File: config.mk
export PLATFORM = sky130hd
export DESIGN_NAME = yutorina_bus_if_flat
export DESIGN_NICKNAME = d
export VERILOG_FILES = /design/src/rtl/yutorina_bus_if_pkg.sv /design/src/rtl/yutorina_bus_if_if.sv /design/src/rtl/yutorina_bus_if.sv /design/src/flat_wrapper.sv
export SDC_FILE = /design/constraint.sdc
export NUM_CORES = 1
export LEC_CHECK = 0
export CORE_UTILIZATION = 37
export DETAILED_ROUTE_END_ITERATION = 16
export HOLD_SLACK_MARGIN = 0.05
export PLACE_DENSITY = 0.78
export SYNTH_ARGS = -nofsm -noshare
export SYNTH_HDL_FRONTEND = slang
export SYNTH_SLANG_ARGS = --single-unit
export TNS_END_PERCENT = 20
File: constraint.sdc
create_clock -name clk -period 1.8 [get_ports clk]
set_input_delay 0.27 -clock clk [delete_from_list [all_inputs] [get_ports clk]]
set_output_delay 0.27 -clock clk [all_outputs]
set_load 0.05 [all_outputs]
File: src/rtl/yutorina_bus_if_pkg.sv
// Shared definitions for the yutorina memory-access front end: FSM states,
// access direction encodings and the bus slave index used to pick the SPM.
package yutorina_bus_if_pkg;

    typedef enum logic [1:0] {
        BUS_IF_STATE_IDLE   = 2'h0,
        BUS_IF_STATE_REQ    = 2'h1,
        BUS_IF_STATE_ACCESS = 2'h2,
        BUS_IF_STATE_STALL  = 2'h3
    } bus_if_state_e;

    localparam logic READ  = 1'b1;
    localparam logic WRITE = 1'b0;

    // Slave index is the top three bits of a word address.
    typedef logic [2:0] bus_slave_index_t;
    localparam bus_slave_index_t BUS_SLAVE_IDX_SPM = 3'h1;

endpackage

File: src/rtl/yutorina_bus_if_if.sv
// External bus master/slave signal bundle (arbitrated, active-low handshakes).
interface yutorina_bus_if_if #(
    parameter int ADDR_W = 30,
    parameter int DATA_W = 32
);
    logic [DATA_W-1:0] bus_r_data;
    logic              bus_rdy_;
    logic              bus_grnt_;
    logic              bus_req_;
    logic [ADDR_W-1:0] bus_addr;
    logic              bus_as_;
    logic              bus_rw;
    logic [DATA_W-1:0] bus_w_data;

    modport master (
        input  bus_r_data, bus_rdy_, bus_grnt_,
        output bus_req_, bus_addr, bus_as_, bus_rw, bus_w_data
    );

    modport slave (
        output bus_r_data, bus_rdy_, bus_grnt_,
        input  bus_req_, bus_addr, bus_as_, bus_rw, bus_w_data
    );
endinterface

File: src/rtl/yutorina_bus_if.sv
// Pipeline-stage memory front end: zero-latency scratch-pad accesses, all other
// addresses become an arbitrated external bus transaction that holds busy high.
module yutorina_bus_if
    import yutorina_bus_if_pkg::*;
#(
    parameter int               ADDR_W     = 30,
    parameter int               DATA_W     = 32,
    parameter int               SPM_ADDR_W = 12,
    parameter bus_slave_index_t SPM_INDEX  = BUS_SLAVE_IDX_SPM
) (
    input  logic                  clk,
    input  logic                  rst,
    input  logic                  stall,
    input  logic                  flush,
    output logic                  busy,
    input  logic [ADDR_W-1:0]     addr,
    input  logic                  as_,
    input  logic                  rw,
    input  logic [DATA_W-1:0]     w_data,
    output logic [DATA_W-1:0]     r_data,
    input  logic [DATA_W-1:0]     spm_r_data,
    output logic [SPM_ADDR_W-1:0] spm_addr,
    output logic                  spm_as_,
    output logic                  spm_rw,
    output logic [DATA_W-1:0]     spm_w_data,
    yutorina_bus_if_if.master     bus
);

    bus_if_state_e     state_q, state_d;
    logic              bus_req_q, bus_req_d;
    logic              bus_as_q, bus_as_d;
    logic [ADDR_W-1:0] bus_addr_q, bus_addr_d;
    logic              bus_rw_q, bus_rw_d;
    logic [DATA_W-1:0] bus_w_data_q, bus_w_data_d;
    logic [DATA_W-1:0] rd_buf_q, rd_buf_d;
    logic              spm_sel;
    logic              access_valid;

    assign spm_sel      = (addr[ADDR_W-1 -: 3] == SPM_INDEX);
    assign access_valid = !flush && !as_;

    assign spm_addr   = addr[SPM_ADDR_W-1:0];
    assign spm_rw     = rw;
    assign spm_w_data = w_data;

    always_comb begin
        state_d      = state_q;
        bus_req_d    = bus_req_q;
        bus_as_d     = bus_as_q;
        bus_addr_d   = bus_addr_q;
        bus_rw_d     = bus_rw_q;
        bus_w_data_d = bus_w_data_q;
        rd_buf_d     = rd_buf_q;
        busy         = 1'b0;
        r_data       = '0;
        spm_as_      = 1'b1;

        unique case (state_q)
            BUS_IF_STATE_IDLE: begin
                if (access_valid) begin
                    if (spm_sel) begin
                        spm_as_ = 1'b0;
                        if (!stall) begin
                            r_data = spm_r_data;
                        end
                    end else begin
                        busy         = 1'b1;
                        state_d      = BUS_IF_STATE_REQ;
                        bus_req_d    = 1'b0;
                        bus_addr_d   = addr;
                        bus_rw_d     = rw;
                        bus_w_data_d = w_data;
                    end
                end
            end
            BUS_IF_STATE_REQ: begin
                busy = 1'b1;
                if (!bus.bus_grnt_) begin
                    state_d  = BUS_IF_STATE_ACCESS;
                    bus_as_d = 1'b0;
                end
            end
            BUS_IF_STATE_ACCESS: begin
                // The strobe is a single-cycle pulse; the request stays low until ready.
                bus_as_d = 1'b1;
                if (!bus.bus_rdy_) begin
                    r_data       = bus.bus_r_data;
                    bus_req_d    = 1'b1;
                    bus_addr_d   = '0;
                    bus_rw_d     = READ;
                    bus_w_data_d = '0;
                    if (bus_rw_q == READ) begin
                        rd_buf_d = bus.bus_r_data;
                    end
                    state_d = stall ? BUS_IF_STATE_STALL : BUS_IF_STATE_IDLE;
                end else begin
                    busy = 1'b1;
                end
            end
            BUS_IF_STATE_STALL: begin
                r_data = rd_buf_q;
                if (!stall) begin
                    state_d = BUS_IF_STATE_IDLE;
                end
            end
            default: begin
                state_d = BUS_IF_STATE_IDLE;
            end
        endcase
    end

    always_ff @(posedge clk) begin
        if (rst) begin
            state_q      <= BUS_IF_STATE_IDLE;
            bus_req_q    <= 1'b1;
            bus_as_q     <= 1'b1;
            bus_addr_q   <= '0;
            bus_rw_q     <= READ;
            bus_w_data_q <= '0;
            rd_buf_q     <= '0;
        end else begin
            state_q      <= state_d;
            bus_req_q    <= bus_req_d;
            bus_as_q     <= bus_as_d;
            bus_addr_q   <= bus_addr_d;
            bus_rw_q     <= bus_rw_d;
            bus_w_data_q <= bus_w_data_d;
            rd_buf_q     <= rd_buf_d;
        end
    end

    assign bus.bus_req_   = bus_req_q;
    assign bus.bus_as_    = bus_as_q;
    assign bus.bus_addr   = bus_addr_q;
    assign bus.bus_rw     = bus_rw_q;
    assign bus.bus_w_data = bus_w_data_q;

endmodule
File: src/flat_wrapper.sv
// flat-port wrapper written by rule: the top's interface ports become plain ports
module yutorina_bus_if_flat import yutorina_bus_if_pkg::*;
#(
    parameter int               ADDR_W     = 30,
    parameter int               DATA_W     = 32,
    parameter int               SPM_ADDR_W = 12,
    parameter bus_slave_index_t SPM_INDEX  = BUS_SLAVE_IDX_SPM
)
  (clk, rst, stall, flush, busy, addr, as_, rw, w_data, r_data, spm_r_data, spm_addr, spm_as_, spm_rw, spm_w_data, bus_bus_r_data, bus_bus_rdy_, bus_bus_grnt_, bus_bus_req_, bus_bus_addr, bus_bus_as_, bus_bus_rw, bus_bus_w_data);
  yutorina_bus_if_if #(.ADDR_W(ADDR_W), .DATA_W(DATA_W)) bus_i ();
  input  logic clk;
  input  logic rst;
  input  logic stall;
  input  logic flush;
  output logic busy;
  input  logic [ADDR_W-1:0] addr;
  input  logic as_;
  input  logic rw;
  input  logic [DATA_W-1:0] w_data;
  output logic [DATA_W-1:0] r_data;
  input  logic [DATA_W-1:0] spm_r_data;
  output logic [SPM_ADDR_W-1:0] spm_addr;
  output logic spm_as_;
  output logic spm_rw;
  output logic [DATA_W-1:0] spm_w_data;
  input wire logic [$bits(bus_i.bus_r_data)-1:0] bus_bus_r_data;
  input wire logic [$bits(bus_i.bus_rdy_)-1:0] bus_bus_rdy_;
  input wire logic [$bits(bus_i.bus_grnt_)-1:0] bus_bus_grnt_;
  output wire logic [$bits(bus_i.bus_req_)-1:0] bus_bus_req_;
  output wire logic [$bits(bus_i.bus_addr)-1:0] bus_bus_addr;
  output wire logic [$bits(bus_i.bus_as_)-1:0] bus_bus_as_;
  output wire logic [$bits(bus_i.bus_rw)-1:0] bus_bus_rw;
  output wire logic [$bits(bus_i.bus_w_data)-1:0] bus_bus_w_data;
  assign bus_i.bus_r_data = bus_bus_r_data;
  assign bus_i.bus_rdy_ = bus_bus_rdy_;
  assign bus_i.bus_grnt_ = bus_bus_grnt_;
  assign bus_bus_req_ = bus_i.bus_req_;
  assign bus_bus_addr = bus_i.bus_addr;
  assign bus_bus_as_ = bus_i.bus_as_;
  assign bus_bus_rw = bus_i.bus_rw;
  assign bus_bus_w_data = bus_i.bus_w_data;
  yutorina_bus_if #(.ADDR_W(ADDR_W), .DATA_W(DATA_W), .SPM_ADDR_W(SPM_ADDR_W), .SPM_INDEX(SPM_INDEX)) u_core (.clk(clk), .rst(rst), .stall(stall), .flush(flush), .busy(busy), .addr(addr), .as_(as_), .rw(rw), .w_data(w_data), .r_data(r_data), .spm_r_data(spm_r_data), .spm_addr(spm_addr), .spm_as_(spm_as_), .spm_rw(spm_rw), .spm_w_data(spm_w_data), .bus(bus_i));
endmodule
======== Yosys cells after proc, flatten, opt, wreduce, memory -nomap -nowiden ========
Cells that the tools add are included.
storage, ports and cells
  flip-flop bits (word level) ............. 99
  latch bits .............................. 0
  bits in writable memories ............... 0
  memory bits (read-only) ................. 0
  output and inout bits ................... 144
  logic and storage cells ................. 62
  memories ................................ 0
operators by class
  $add $sub $neg .......................... 0
  multiply operators ...................... 0
  divide/modulo/power cells ............... 0
  $lt $le $gt $ge ......................... 0
  eq/ne operators ......................... 9
  shifts and indexed selects .............. 0
  mux-type cells .......................... 35
  bitwise operators ....................... 1
  reduce and logical (&&, ||, !) cells .... 10
operators by type and width
  kind                number
  $mux 32             7
  $pmux 32 s3         1
  $mux 30             3
  $pmux 32 s2         1
  $pmux 30 s2         1
  $mux 2              6
  $mux 1              11
  $ne 2x2->1 const B  4
  $pmux 2 s4          1
  $pmux 1 s2          3
  $reduce_and 5->1    1
  $eq 2x2->1 const B  2
  $reduce_and 4->1    1
  $reduce_bool 2->1   2
  $eq 3x1->1 const B  1
  $pmux 1 s3          1
  $reduce_and 3->1    1
  $eq 2x1->1 const B  1
  $logic_not 1->1     2
  $logic_not 2->1     1
  $ne 2x1->1 const B  1
  $reduce_and 2->1    1
  $logic_and 1x1->1   1
  $not 1->1           1

======== Logic depth before layout (Yosys ltp) ========
  word-level depth ........................ 4
  gate-level depth with buffers ........... 6

======== Worst setup path before layout ========
No wires, ideal clock.
  path type ............................... reg2out
  start ................................... register u_core.state_q[0]
  end ..................................... output port r_data[10]
  data arrival time ....................... 1.886 ns
  slack ................................... -0.356 ns
  cell stages (with the launch flop) ...... 6
  cells stage by stage .................... dfxtp_1 > buf_2 > or4_4 > nor3b_2 > buf_2 > a22o_1
between the ends
  longest elaborated chain between the ends .. 2
  elaborated cells between the ends (all ways) .. 4
  classes of those cells .................. eq/ne: 2; mux: 1; reduce/logical: 1
ends and longest elaborated chain
  element                                               RTL line                source
  start, declared                                       yutorina_bus_if.sv:29   bus_if_state_e state_q, state_d;
  start signal, assigned                                yutorina_bus_if.sv:122  state_q <= state_d;
  $eq 2x2->1 / $logic_not 2->1 (equally long branches)  yutorina_bus_if.sv:58   unique case (state_q)
  $pmux 32 s3 (*)                                       yutorina_bus_if.sv:58
  end, declared                                         flat_wrapper.sv:20      output logic [DATA_W-1:0] r_data;
Every way passes the cells marked *; elsewhere a longest branch is shown, timed or not.

======== Final worst setup path ========
  start ................................... input port flush
  end ..................................... output port r_data[23]
between the ends
  longest elaborated chain between the ends .. 4
ends and longest elaborated chain
  element            RTL line               source
  start, declared    flat_wrapper.sv:14     input logic flush;
  $logic_not 1->1    yutorina_bus_if.sv:40  assign access_valid = !flush && !as_;
  $logic_and 1x1->1  yutorina_bus_if.sv:40
  $mux 32            yutorina_bus_if.sv:60  if (access_valid) begin
  $pmux 32 s3        yutorina_bus_if.sv:58
Every way passes these cells.

==> impl_results.md <==
* Vias in the first global route at 5382
* Post-synth EDFFs at 0
* Count of pins over their slew limit at 0
* FP Rows at 43
* R2r worst-path depth at 6
* Final Non-Filler Cells at 980
* Finish-stage setup viols at 96
* Max stage delay on crit path at 0.52 ns
* Crit. path cell count at 7
* Die Span Y at 123 um
* First-pass GRT wire length at 27.5 mm
* Placed cells at 959
* Ys Warns at 0
* CTS tree: built
* Vias at 5196
* Cell area after technology mapping at 0.00545 mm2
* Worst slew pin tran at 0.538 ns
* Gp weighted congestion at 0.813
* Cell type group with the largest total delay on the critical path: buffers and inverters
* Clock Root Buffer: clkbuf_16
* Fillcell total at 1034
* Final Util at 68.0%
* Worst slack at placement at -0.668 ns
* DRC at 0
* Latest clock arrival within the worst-skew pair at 0.34 ns
* Largest fanout on the critical path at 8
* Post-synthesis sequential area ratio at 36.4%
* Critical path cell sequence: clkdlybuf4s50_1, or4_4, nor3b_4, buf_6, clkbuf_16, a22o_4, buf_12
* Hold Path Class: reg -> reg
* Post-layout min period at 2.36 ns
* Drt first-iter violations at 310
* Synth async-reset ratio at 0%
* Critical path required time at 1.53 ns
* Largest vdd supply drop at 0.573 mV
* Router iterations before antenna repair at 4
* WP data arrival at 2.09 ns
* Endpoint type of the worst setup path: primary output
* Clock sinks at 99
* Diode count at 0
* Post-DP HPWL at 13.0 mm
* Slew HR at 64.1%
* RSZ-0062 raised after global routing: yes
* Largest net degree at the start of global routing at 72
* Slowest stage cell, crit path: or4_4
* Lkg Pwr at 3.95 nW
* Violated checks: setup timing
* Num CTS Buffers at 9
* Fmax at 0.424 GHz
* H-tree levels at 3
* Worst r2r src: u_core.state_q[1]
* Worst setup path start: flush
* Post-DRT Antenna Nets at 0
* Final WS setup at -0.558 ns
* Port buffer count at 277
* Main synth FF type: dfxtp_1
* Instance count of the mapped netlist at 585
* Antenna violations before repair at 0
* Hold Path Origin: u_core.rd_buf_q[20]
* Commonest non-fill, non-tap cell in the layout: clkdlybuf4s50_1
* Synth unique cells at 31
* Tcrit/Tclk final at 131%
* Post-Syn Nets at 719
* I/O pin count at 278
* DRT Wirelength at 18.1 mm
* Initial Utilization at 38.6%
* Most frequent cells in the layout: clkdlybuf4s50_1, nand2_1, dfxtp_1
* Core area at 0.0141 mm2
* Grt ovf at 0
* Die area at 0.0152 mm2
* Worst Hold Slack at 0.458 ns
* Status: finished, violations left
* Synthesized flop and latch total at 99
* Vias/cell at 5.30
* Clock Skews at 0.00566 ns
* Power Density at 635 mW/mm2
* Startpoint Class: primary input
* Die Span X at 123 um
* Worst hold stages at 2
* Reg2Reg Setup Slack at -0.19 ns
* CTS hold repair buffers at 0
* Wire length per cell at 18.5 um
* Critical path type: in -> out
* Maxcap violations at 0
* Layout cell share with drive strength beyond 1 at 30.8%
* CTS clk-pin slew, worst paths at 0.06 ns
* Final Hold Violating Endpoints at 0
* Buffers & Inverters on Critical Path at 4
* Nets at 930
* Area delta synth->final at 76.0%
* GRT Util Overall at 23.5%
* Avg Inst Size Synth at 9.31 um2
* CTS Buffer Depth at 2
logic make-up after synthesis:
family,count (synthesis),synth area share [%]
simple gates,206,28.7
compound gates,168,22.1
buf+inv,112,12.8
flops,99,36.4
path summary, 6_finish.rpt:
check,end
setup / recovery,r_data[23]
hold / removal,u_core.rd_buf_q[20]
hold reg to reg,u_core.rd_buf_q[20]
setup reg to reg,u_core.bus.bus_addr[7]
final cells by class:
cell class	count	area [um2]	share of cell area (%)
timing repair buffer	309	3980	41.5
multi-input combinational	374	3120	32.5
sequential	99	1980	20.7
clock buffer	9	225	2.35
tap	180	225	2.35
clock inverter	6	42.5	0.444
inverter	3	11.3	0.117
sequential cells by signal, summed over array words and instances (netlist names):
| signal | cells |
|---|---|
| u_core.bus.bus_rw | 1 |
| u_core.rd_buf_q | 32 |
| u_core.bus.bus_addr | 30 |
| u_core.bus.bus_w_data | 32 |
| u_core.bus.bus_req_ | 1 |
| u_core.bus.bus_as_ | 1 |
| u_core.state_q | 2 |
metal layers:
layer	wire length (um)	global-route usage [%]
met1	6810	24.8
met2	9280	42.4
met3	1650	8.30
met4	373	9.19
met5	0	0
Yosys cell counts, types with 2 or more instances:
master    count  share of area (%)
dfxtp_1      99                 36
nand2_1      97                6.7
a31o_1       60                9.6
nor4b_2      56                 15
buf_4        46                6.3
clkbuf_1     40                2.8
a21oi_1      36                3.3
o21ai_0      35                3.2
nand2b_1     34                3.9
a22o_1       32                5.1
buf_6        13                2.7
buf_2         6               0.55
buf_1         4               0.28
nor4b_1       4               0.64
inv_1         3               0.21
a32o_1        2               0.37
nor2_1        2               0.14
nor2b_1       2               0.23
nor4_1        2               0.23
power by group:
group	total, mW	leakage (nW)	switching, mW	internal, mW
clock	1.77	0.128	0.839	0.932
sequential	2.34	0.805	0.0516	2.28
combinational	1.99	3.02	1.09	0.898
metrics by stage:
| step | instance area, um2 | TNS (ns) | power (mW) |
|---|---|---|---|
| 2_1_floorplan | 5750 | -1.76 | 3.51 |
| 3_3_place_gp | 9090 | -55.79 | 4.31 |
| 3_5_place_dp | 9090 | -59.61 | 4.35 |
| 4_1_cts | 9440 | -19.44 | 6.14 |
| 5_1_grt | 9590 | -30.24 | 6.33 |
| 6_report | 9590 | -26.76 | 6.09 |
worst min-delay path, stage by stage (launching register included):
cell,delay [ns]
dfxtp_1,0.31
nand2_1,0.05
a21oi_1,0.05
what timing repair did:
action                     CTS  global route
setup buffers                1             2
gates cloned                 2             1
gates resized for setup     12            32
setup endpoints to repair  133           135
pin swaps                    3            33
No activity file was read; power rests on OpenSTA's default activity.
